==> config.mk <==
export PLATFORM = sky130hd
export DESIGN_NAME = bus_interconnect_tmo_flat
export DESIGN_NICKNAME = d
export VERILOG_FILES = /design/src/rtl/bus_interconnect_tmo_if.sv /design/src/rtl/bus_interconnect_tmo.sv /design/src/flat_wrapper.sv
export SDC_FILE = /design/constraint.sdc
export NUM_CORES = 1
export LEC_CHECK = 0
export CAP_MARGIN = 20
export CELL_PAD_IN_SITES_DETAIL_PLACEMENT = 1
export CELL_PAD_IN_SITES_GLOBAL_PLACEMENT = 1
export CORE_MARGIN = 1.5
export CORE_UTILIZATION = 11
export DETAILED_ROUTE_END_ITERATION = 16
export GPL_TIMING_DRIVEN = 0
export HOLD_SLACK_MARGIN = 0.03
export MAX_ROUTING_LAYER = met4
export PLACE_DENSITY = 0.8
export SLEW_MARGIN = 20
export SYNTH_ARGS = -nofsm -noshare
export SYNTH_HDL_FRONTEND = slang
export SYNTH_SLANG_ARGS = --single-unit
==> constraint.sdc <==
create_clock -name clk_i -period 1.6 [get_ports clk_i]
set_input_delay 0.4 -clock clk_i [delete_from_list [all_inputs] [get_ports clk_i]]
set_output_delay 0.4 -clock clk_i [all_outputs]
set_load 0.05 [all_outputs]
==> src/rtl/bus_interconnect_tmo_if.sv <==
// Bus bundle between one master, the interconnect and NumofSlave slaves.
// The slave modport is the interconnect's view; master is the opposite side.
interface bus_interconnect_tmo_if #(
  parameter int DWidth     = 32,
  parameter int NumofSlave = 4
);
  logic [DWidth-1:0]     addr_i;
  logic                  trans_i;
  logic [DWidth-1:0]     rdata_i [NumofSlave];
  logic [NumofSlave-1:0] resp_i;
  logic [NumofSlave-1:0] readyout_i;
  logic [NumofSlave-1:0] sel_o;
  logic [DWidth-1:0]     rdata_o;
  logic                  resp_o;
  logic                  ready_o;

  modport slave (
    input  addr_i, trans_i, rdata_i, resp_i, readyout_i,
    output sel_o, rdata_o, resp_o, ready_o
  );

  modport master (
    output addr_i, trans_i, rdata_i, resp_i, readyout_i,
    input  sel_o, rdata_o, resp_o, ready_o
  );
endinterface

==> src/rtl/bus_interconnect_tmo.sv <==
// Single-master interconnect: mask/base address decode, data-phase response mux,
// built-in default slave with two-cycle ERROR, per-transfer wait timeout.
module bus_interconnect_tmo #(
  parameter int                           DWidth        = 32,
  parameter int                           NumofSlave    = 4,
  parameter logic [NumofSlave*DWidth-1:0] SlvBase       = '0,
  parameter logic [NumofSlave*DWidth-1:0] SlvMask       = '0,
  parameter int                           TimeoutCycles = 16,
  parameter int                           CntWidth      = 8
) (
  input  logic                 clk_i,
  input  logic                 rst_ni,
  bus_interconnect_tmo_if.slave bus,
  output logic [CntWidth-1:0]  err_cnt_o,
  output logic                 tmo_o
);

  // dsel encodes slaves 0..NumofSlave-1, then DEFAULT, then IDLE.
  localparam int SelW = $clog2(NumofSlave + 2);
  localparam logic [SelW-1:0] DselDefault = SelW'(NumofSlave);
  localparam logic [SelW-1:0] DselIdle    = SelW'(NumofSlave + 1);
  localparam int TmoW = (TimeoutCycles > 0) ? $clog2(TimeoutCycles + 1) : 1;

  typedef enum logic [1:0] {StIdle, StActive, StErr1, StErr2} state_e;

  state_e              state_q, state_d;
  logic [SelW-1:0]     dsel_q, dsel_d;
  logic [TmoW-1:0]     wait_q, wait_d;
  logic                from_tmo_q, from_tmo_d;
  logic [CntWidth-1:0] err_cnt_q, err_cnt_d;

  logic                hit;
  logic [SelW-1:0]     hit_idx;
  logic                slv_ready;
  logic                slv_resp;
  logic [DWidth-1:0]   slv_rdata;
  logic                ready;
  logic                resp;
  logic [DWidth-1:0]   rdata;
  logic                accept;

  // Scan from the top so the lowest matching index is the one left standing.
  always_comb begin
    hit     = 1'b0;
    hit_idx = '0;
    for (int i = NumofSlave - 1; i >= 0; i--) begin
      if ((bus.addr_i & SlvMask[i*DWidth +: DWidth]) == SlvBase[i*DWidth +: DWidth]) begin
        hit     = 1'b1;
        hit_idx = SelW'(i);
      end
    end
  end

  always_comb begin
    slv_ready = 1'b0;
    slv_resp  = 1'b0;
    slv_rdata = '0;
    for (int i = 0; i < NumofSlave; i++) begin
      if (dsel_q == SelW'(i)) begin
        slv_ready = bus.readyout_i[i];
        slv_resp  = bus.resp_i[i];
        slv_rdata = bus.rdata_i[i];
      end
    end
  end

  always_ff @(posedge clk_i or negedge rst_ni) begin
    if (!rst_ni) begin
      state_q    <= StIdle;
      dsel_q     <= DselIdle;
      wait_q     <= '0;
      from_tmo_q <= 1'b0;
      err_cnt_q  <= '0;
    end else begin
      state_q    <= state_d;
      dsel_q     <= dsel_d;
      wait_q     <= wait_d;
      from_tmo_q <= from_tmo_d;
      err_cnt_q  <= err_cnt_d;
    end
  end

  always_comb begin
    state_d    = state_q;
    dsel_d     = dsel_q;
    wait_d     = wait_q;
    from_tmo_d = from_tmo_q;
    err_cnt_d  = err_cnt_q;
    accept     = 1'b0;

    case (state_q)
      StIdle: accept = 1'b1;
      StActive: begin
        if (slv_ready) begin
          accept = 1'b1;
        end else if ((TimeoutCycles != 0) && (wait_q == TmoW'(TimeoutCycles - 1))) begin
          // Abandon the slave: dsel leaves its index so its late responses are ignored.
          state_d    = StErr1;
          dsel_d     = DselIdle;
          from_tmo_d = 1'b1;
        end else begin
          wait_d = wait_q + TmoW'(1);
        end
      end
      StErr1: state_d = StErr2;
      StErr2: begin
        accept = 1'b1;
        if (err_cnt_q != '1) begin
          err_cnt_d = err_cnt_q + CntWidth'(1);
        end
      end
      default: state_d = StIdle;
    endcase

    if (accept) begin
      wait_d     = '0;
      from_tmo_d = 1'b0;
      if (!bus.trans_i) begin
        state_d = StIdle;
        dsel_d  = DselIdle;
      end else if (hit) begin
        state_d = StActive;
        dsel_d  = hit_idx;
      end else begin
        state_d = StErr1;
        dsel_d  = DselDefault;
      end
    end
  end

  always_comb begin
    ready = 1'b1;
    resp  = 1'b0;
    rdata = '0;
    case (state_q)
      StIdle: begin
        ready = 1'b1;
        resp  = 1'b0;
      end
      StActive: begin
        ready = slv_ready;
        resp  = slv_resp;
        rdata = slv_rdata;
      end
      StErr1: begin
        ready = 1'b0;
        resp  = 1'b1;
      end
      StErr2: begin
        ready = 1'b1;
        resp  = 1'b1;
      end
      default: begin
        ready = 1'b1;
        resp  = 1'b0;
      end
    endcase
  end

  always_comb begin
    bus.sel_o = '0;
    for (int i = 0; i < NumofSlave; i++) begin
      bus.sel_o[i] = bus.trans_i & hit & (hit_idx == SelW'(i)) & ready;
    end
  end

  assign bus.ready_o = ready;
  assign bus.resp_o  = resp;
  assign bus.rdata_o = rdata;
  assign err_cnt_o   = err_cnt_q;
  assign tmo_o       = (state_q == StErr2) & from_tmo_q;

endmodule

==> src/flat_wrapper.sv <==
// flat-port wrapper written by rule: the top's interface ports become plain ports
module bus_interconnect_tmo_flat 
#(
  parameter int                           DWidth        = 32,
  parameter int                           NumofSlave    = 4,
  parameter logic [NumofSlave*DWidth-1:0] SlvBase       = '0,
  parameter logic [NumofSlave*DWidth-1:0] SlvMask       = '0,
  parameter int                           TimeoutCycles = 16,
  parameter int                           CntWidth      = 8
)
  (clk_i, rst_ni, err_cnt_o, tmo_o, bus_addr_i, bus_trans_i, bus_rdata_i, bus_resp_i, bus_readyout_i, bus_sel_o, bus_rdata_o, bus_resp_o, bus_ready_o);
  bus_interconnect_tmo_if #(.DWidth(DWidth), .NumofSlave(NumofSlave)) bus_i ();
  input  logic clk_i;
  input  logic rst_ni;
  output logic [CntWidth-1:0] err_cnt_o;
  output logic tmo_o;
  input wire logic [$bits(bus_i.addr_i)-1:0] bus_addr_i;
  input wire logic [$bits(bus_i.trans_i)-1:0] bus_trans_i;
  input wire logic [$bits(bus_i.rdata_i)-1:0] bus_rdata_i;
  input wire logic [$bits(bus_i.resp_i)-1:0] bus_resp_i;
  input wire logic [$bits(bus_i.readyout_i)-1:0] bus_readyout_i;
  output wire logic [$bits(bus_i.sel_o)-1:0] bus_sel_o;
  output wire logic [$bits(bus_i.rdata_o)-1:0] bus_rdata_o;
  output wire logic [$bits(bus_i.resp_o)-1:0] bus_resp_o;
  output wire logic [$bits(bus_i.ready_o)-1:0] bus_ready_o;
  assign bus_i.addr_i = bus_addr_i;
  assign bus_i.trans_i = bus_trans_i;
  assign bus_i.rdata_i = {>>{bus_rdata_i}};
  assign bus_i.resp_i = bus_resp_i;
  assign bus_i.readyout_i = bus_readyout_i;
  assign bus_sel_o = bus_i.sel_o;
  assign bus_rdata_o = bus_i.rdata_o;
  assign bus_resp_o = bus_i.resp_o;
  assign bus_ready_o = bus_i.ready_o;
  bus_interconnect_tmo #(.DWidth(DWidth), .NumofSlave(NumofSlave), .SlvBase(SlvBase), .SlvMask(SlvMask), .TimeoutCycles(TimeoutCycles), .CntWidth(CntWidth)) u_core (.clk_i(clk_i), .rst_ni(rst_ni), .bus(bus_i), .err_cnt_o(err_cnt_o), .tmo_o(tmo_o));
endmodule
; ---- Yosys cells after proc, flatten, opt, wreduce, memory -nomap -nowiden
; Index checks and enable logic that the tools add are counted.
; W data, S select, Z words.
[totals]
register_bits = 19
latch_bits = 0
ram_bits = 0
rom_bits = 0
inputBits = 171
out_inout_bits = 47
elab_cells = 67
n_memories = 0
[op_classes]
n_addsub = 2
multipliers = 0
n_div = 0
magnitude_cmp = 0
eq_ne = 12
shifts = 0
muxes = 35
bitwise = 2
reduce_logical = 11
[op_table]
columns = operator, count
row1 = $mux W32, 5
row2 = $mux W5, 4
row3 = $mux W3, 5
row4 = $mux W1, 14
row5 = $reduce_and A3 Y1, 3
row6 = $add A8 B1 Y8 const B, 1
row7 = $ne A8 B8 Y1 const B, 1
row8 = $eq A3 B2 Y1 const B, 2
row9 = $mux W2, 3
row10 = $pmux W1 S3, 2
row11 = $add A5 B1 Y5 const B, 1
row12 = $eq A5 B4 Y1 const B, 1
row13 = $eq A2 B2 Y1 const B, 2
row14 = $pmux W2 S2, 1
row15 = $reduce_bool A2 Y1, 2
row16 = $reduce_or A2 Y1, 2
row17 = $eq A3 B1 Y1 const B, 1
row18 = $logic_not A3 Y1, 1
row19 = $ne A3 B1 Y1 const B, 1
row20 = $ne A3 B3 Y1 const B, 1
row21 = $reduce_bool A3 Y1, 1
row22 = $and A1 B1 Y1, 2
row23 = $eq A2 B1 Y1 const B, 1
row24 = $logic_not A2 Y1, 1
row25 = other kinds (4), 4

; ---- Longest topological paths before layout
; Gate-level depths: netlist of the first run.
[depth]
word_depth = 9
ltp_mapped = 7
ltp_nobuf = 7

; ---- Least setup slack after synthesis of the first run
; OpenSTA, ideal clock, no wires.
[synth_path]
kind = register to output
start = reg u_core.state_q[0]
end = out bus_sel_o[0]
arrival_ps = 2613
required_time_ps = 1200
path_slack_ps = -1413
path_stages_with_launch = 6
path_buffers = 1
cell_sequence = dfrtp_1 inv_1 ha_1 clkbuf_1 o21ai_0 and2_1
[synth_between]
elab_chain_cells = 4
elab_cells_between_ends = 7
cone_classes = 3 x eq/ne / 1 x mux / 1 x bitwise / 2 x reduce/logical
[synth_rtl]
columns = element, line_no
row1 = from (decl), bus_interconnect_tmo.sv:26  ; state_e state_q, state_d;
row2 = from (signal assigned), bus_interconnect_tmo.sv:69  ; state_q <= StIdle;
row3 = from (signal assigned), bus_interconnect_tmo.sv:75  ; state_q <= state_d;
row4 = $eq A2 B2 Y1 / $logic_not A2 Y1 (equally long branches), bus_interconnect_tmo.sv:135  ; case (state_q)
row5 = $reduce_or A2 Y1 (no line), n/a
row6 = $pmux W1 S3 (*), bus_interconnect_tmo.sv:135
row7 = named net bus_ready_o, flat_wrapper.sv:25  ; output wire logic [$bits(bus_i.ready_o)-1:0] bus_ready_o;
row8 = $and A1 B1 Y1 (*), bus_interconnect_tmo.sv:163  ; bus.sel_o[i] = bus.trans_i & hit & (hit_idx == SelW'(i)) & ready;
row9 = to (decl), flat_wrapper.sv:22  ; output wire logic [$bits(bus_i.sel_o)-1:0] bus_sel_o;
; The timed path passes the listed nets; every way through them passes the cells marked *.

; ---- Final worst setup path of the first run
[layout_path]
start = reg u_core.state_q[1]
end = out bus_resp_o
[layout_between]
elab_chain_cells = 3
elab_cells_between_ends = 6
cone_classes = 3 x eq/ne / 1 x mux / 2 x reduce/logical
[layout_rtl]
columns = element, line_no
row1 = $eq A2 B2 Y1, bus_interconnect_tmo.sv:135
row2 = $reduce_or A2 Y1 (no line), n/a
row3 = $pmux W1 S3 (*), bus_interconnect_tmo.sv:135
row4 = to (decl), flat_wrapper.sv:24  ; output wire logic [$bits(bus_i.resp_o)-1:0] bus_resp_o;
; Mark *: on every way between the ends. The rest lies on a longest branch, timed or not.

==> impl_metrics.json, run 1 <==
{
  "outcome": "finished, violations left",
  "violations": "setup timing",
  "power_mw": 3.81,
  "final-hold-violation-count": 0,
  "max_cap_violations": 0,
  "wirelength_um": 4610,
  "hold_depth": 1,
  "grt_first_pass_wirelength_um": 6570,
  "cts_inserted_buffers": 3,
  "worst_pin_slew_ns": 0.851,
  "yosys.cell_types.count": 36,
  "synth.area.top_cells": "dfrtp_1 (33%), and2_1 (18%), ha_1 (7.2%)",
  "synth_ff_type": "dfrtp_1",
  "ir_drop_uv": 668,
  "cts_hold_buf": 0,
  "rows": 38,
  "rsz0062_at_grt": "true",
  "slew_violations": 0,
  "p_int_mw": 1.89,
  "design_area_um2": 2610,
  "place_area_um2": 2290,
  "htree_levels": 1,
  "min_path_type": "reg -> reg",
  "worstSkewPairLatency_ns": 0.26,
  "post-route-period-util": 1.25,
  "cts_root_buffer": "clkbuf_8",
  "first_global_vias": 1329,
  "diodes": 0,
  "yosysTopAreaCell": "dfrtp_1",
  "ys_ff_latch": 17,
  "wl_per_cell_um": 12.1,
  "nets": 419,
  "final_cells": 380,
  "synth_top_area_share": 0.330,
  "drt_first_pass_iters": 4,
  "synth_edf_count": 0,
  "seqPwrFrac": 0.211,
  "fin_hold_ws_ns": 0.497,
  "io_buffer_count": 80,
  "skew_ns": 0.00593,
  "p_comb_frac": 0.701,
  "finalSetupViolCount": 37,
  "cts_sinks": 17,
  "dr.first_iter.drc_count": 57,
  "period_minus_slack_ns": 2.01,
  "ctsLongestPathBuffers": 2,
  "p_switching_mw": 1.92,
  "worstPathMaxFanout": 5,
  "fin_setup_tns_ns": -13.30,
  "critPathCaptureType": "output port",
  "clockPowerShare": 0.088,
  "crit_type": "reg -> out",
  "fmax_ghz": 0.498,
  "layout-drive-gt1-share": 0.550,
  "grt_overflow": 0,
  "gp_congestion": 0.766,
  "grt_max_degree": 18,
  "dieArea_um2": 11700,
  "drc": 0,
  "cts_tree": "built",
  "ios": 218,
  "p_sw_frac": 0.504,
  "reg2regPathDepth": 5,
  "antenna_found_initial": 0,
  "start_kind": "register",
  "coreArea_um2": 10800,
  "syn_area_um2": 1210,
  "synthCells": 142,
  "yosysMostFrequentCell": "and2_1",
  "via_per_inst": 3.67,
  "die-height_um": 108,
  "fill_cells": 1249,
  "die_w_um": 108,
  "cp_data_arrival_time_ns": 1.61,
  "synth_warnings": 0,
  "seqCellArea_um2": 434,
  "avgSynthCellArea_um2": 8.54,
  "place_inst": 364,
  "synthToLayoutAreaGrowth_pct": 115,
  "dr_total_vias": 1393,
  "multiInputGateArea_um2": 882,
  "relSlewSlack": 0.431,
  "yosys-top-cells-count": "and2_1 (34), dfrtp_1 (16), nor2_1 (12)",
  "yosysSeqAreaShare": 0.352,
  "synth-async-reset-ratio": 1.00,
  "critPathRequiredTime_ns": 1.20,
  "initial_core_util": 0.112,
  "dp_hpwl_um": 3430,
  "track_usage": 0.0713,
  "power.leakage_nw": 1.12,
  "p_per_area_nw_per_um2": 1460,
  "worst_slack_ns": -0.407,
  "cts.clk_slew.worst_paths_ns": 0.08,
  "postRouteAntennaNets": 0
}
[layer usage]
layer / share of wire / vias to the layer above / GRT usage
li1: - / 655 / -
met1: 0.38 / 646 / 0.0782
met2: 0.48 / 88 / 0.127
met3: 0.14 / 4 / 0.0241
met4: 0.0065 / 0 / 0.0113
met5: 0 / - / -
[repair_timing]
| item | in CTS | in global routing |
|---|---|---|
| resized for setup | 292 | 20 |
| buffers inserted | 11 | 5 |
| pin swaps | 5 | 8 |
| setup endpoints to repair | 53 | 51 |
| cloned | 0 | 0 |
[final timing paths]
path	end	startpoint	slack (ns)
worst min-delay path	u_core.err_cnt_o[0]$_DFFE_PN0P_	u_core.err_cnt_o[0]$_DFFE_PN0P_	0.50
max in group asynchronous	u_core.state_q[0]$_DFFE_PN0P_	rst_ni	0.39
worst max-delay path	bus_resp_o	u_core.state_q[1]$_DFFE_PN0P_	-0.41
worst min register to register	u_core.err_cnt_o[0]$_DFFE_PN0P_	u_core.err_cnt_o[0]$_DFFE_PN0P_	0.50
worst max register to register	u_core.err_cnt_o[7]$_DFFE_PN0P_	u_core.state_q[0]$_DFFE_PN0P_	-0.12
min in group asynchronous	u_core.state_q[1]$_DFFE_PN0P_	rst_ni	0.63
[final cells by class]
| cell class | instances | area share |
|---|---|---|
| clock buffers | 3 | 0.0158 |
| inverters | 8 | 0.0115 |
| well taps | 140 | 0.0671 |
| multi-input cells | 111 | 0.338 |
| clock inverters | 1 | 0.00192 |
| flip-flops and latches | 17 | 0.166 |
| plain buffers | 6 | 0.0245 |
| repair buffers | 94 | 0.375 |
[cells by family (layout without fill, tap and decap cells)]
group	Yosys count	after routing	share of synthesized area
AND/OR/NAND/NOR	73	73	0.344
AO/OA/AOI/OAI	18	18	0.0867
flip-flops	17	17	0.352
buffers and inverters	16	112	0.0588
adder cells (fa/ha/maj)	7	7	0.0722
multiplexers	7	7	0.0619
XOR/XNOR	3	3	0.0217
other	1	3	0.00309
[placed cells by master (no fill, tap or decap), types with 2 or more instances in the layout]
cell / Yosys / routed
clkdlybuf4s50_1: 0 / 36
buf_6: 0 / 27
and2_2: 0 / 25
buf_4: 3 / 15
nor2_1: 12 / 10
dfrtp_1: 16 / 10
buf_8: 0 / 9
and2_4: 0 / 8
nand2_1: 9 / 8
clkbuf_8: 0 / 6
dfrtp_2: 0 / 6
inv_1: 8 / 5
nand3_1: 5 / 5
a21oi_1: 6 / 4
inv_2: 0 / 3
mux2i_1: 3 / 3
mux2_2: 3 / 3
ha_4: 0 / 3
conb_1: 1 / 3
clkdlybuf4s15_2: 0 / 3
nand4_1: 2 / 2
nor2_2: 1 / 2
o22ai_1: 3 / 2
o21ai_1: 1 / 2
xnor2_1: 2 / 2
o21ai_0: 4 / 2
ha_2: 0 / 2
ha_1: 7 / 2
clkbuf_2: 0 / 2
clkdlybuf4s18_2: 0 / 2
[through the flow]
step / util / setup WS [ns]
3_3_place_gp: 0.212 / -1.32
3_5_place_dp: 0.212 / -1.41
4_1_cts: 0.235 / -0.431
2_1_floorplan: - / -0.341
5_1_grt: 0.242 / -0.472
6_report: 0.242 / -0.407
[registers in the layout, indices dropped and copies added, names as in the netlist]
signal / flops
u_core.err_cnt_o: 8
u_core.wait_q: 5
u_core.state_q: 2
u_core.dsel_q: 1
u_core.from_tmo_q: 1
[power groups by stage]
stage                     combinational [mW]  sequential (mW)  clock, mW
after CTS                               2.49            0.804      0.342
final                                   2.67            0.805      0.337
after floorplan                         1.33             1.04          0
after detailed placement                2.29            0.806          0
after global placement                  2.24            0.792          0
after global routing                    2.86            0.837      0.357
[critical path: stages, from the launching register on]
cell and delay [ns]:
dfrtp_1 0.39, inv_2 0.07, ha_4 0.16, and2b_4 0.19, a211oi_2 0.29, nor2_4 0.03, buf_2 0.21
(Power assumes the default switching activity.)
==> inputs of run 2 (changes only) <==
Settings changed: CAP_MARGIN 20 to 15.
==> results of run 2 <==
Same layout as run 1: the final DEF is identical, and so are final timing and power.
==> inputs of run 3 (changes only) <==
Settings changed: CTS_BUF_LIST set to sky130_fd_sc_hd__clkbuf_8.
==> results of run 3 <==
Same layout as run 1: the final DEF is identical, and so are final timing and power.
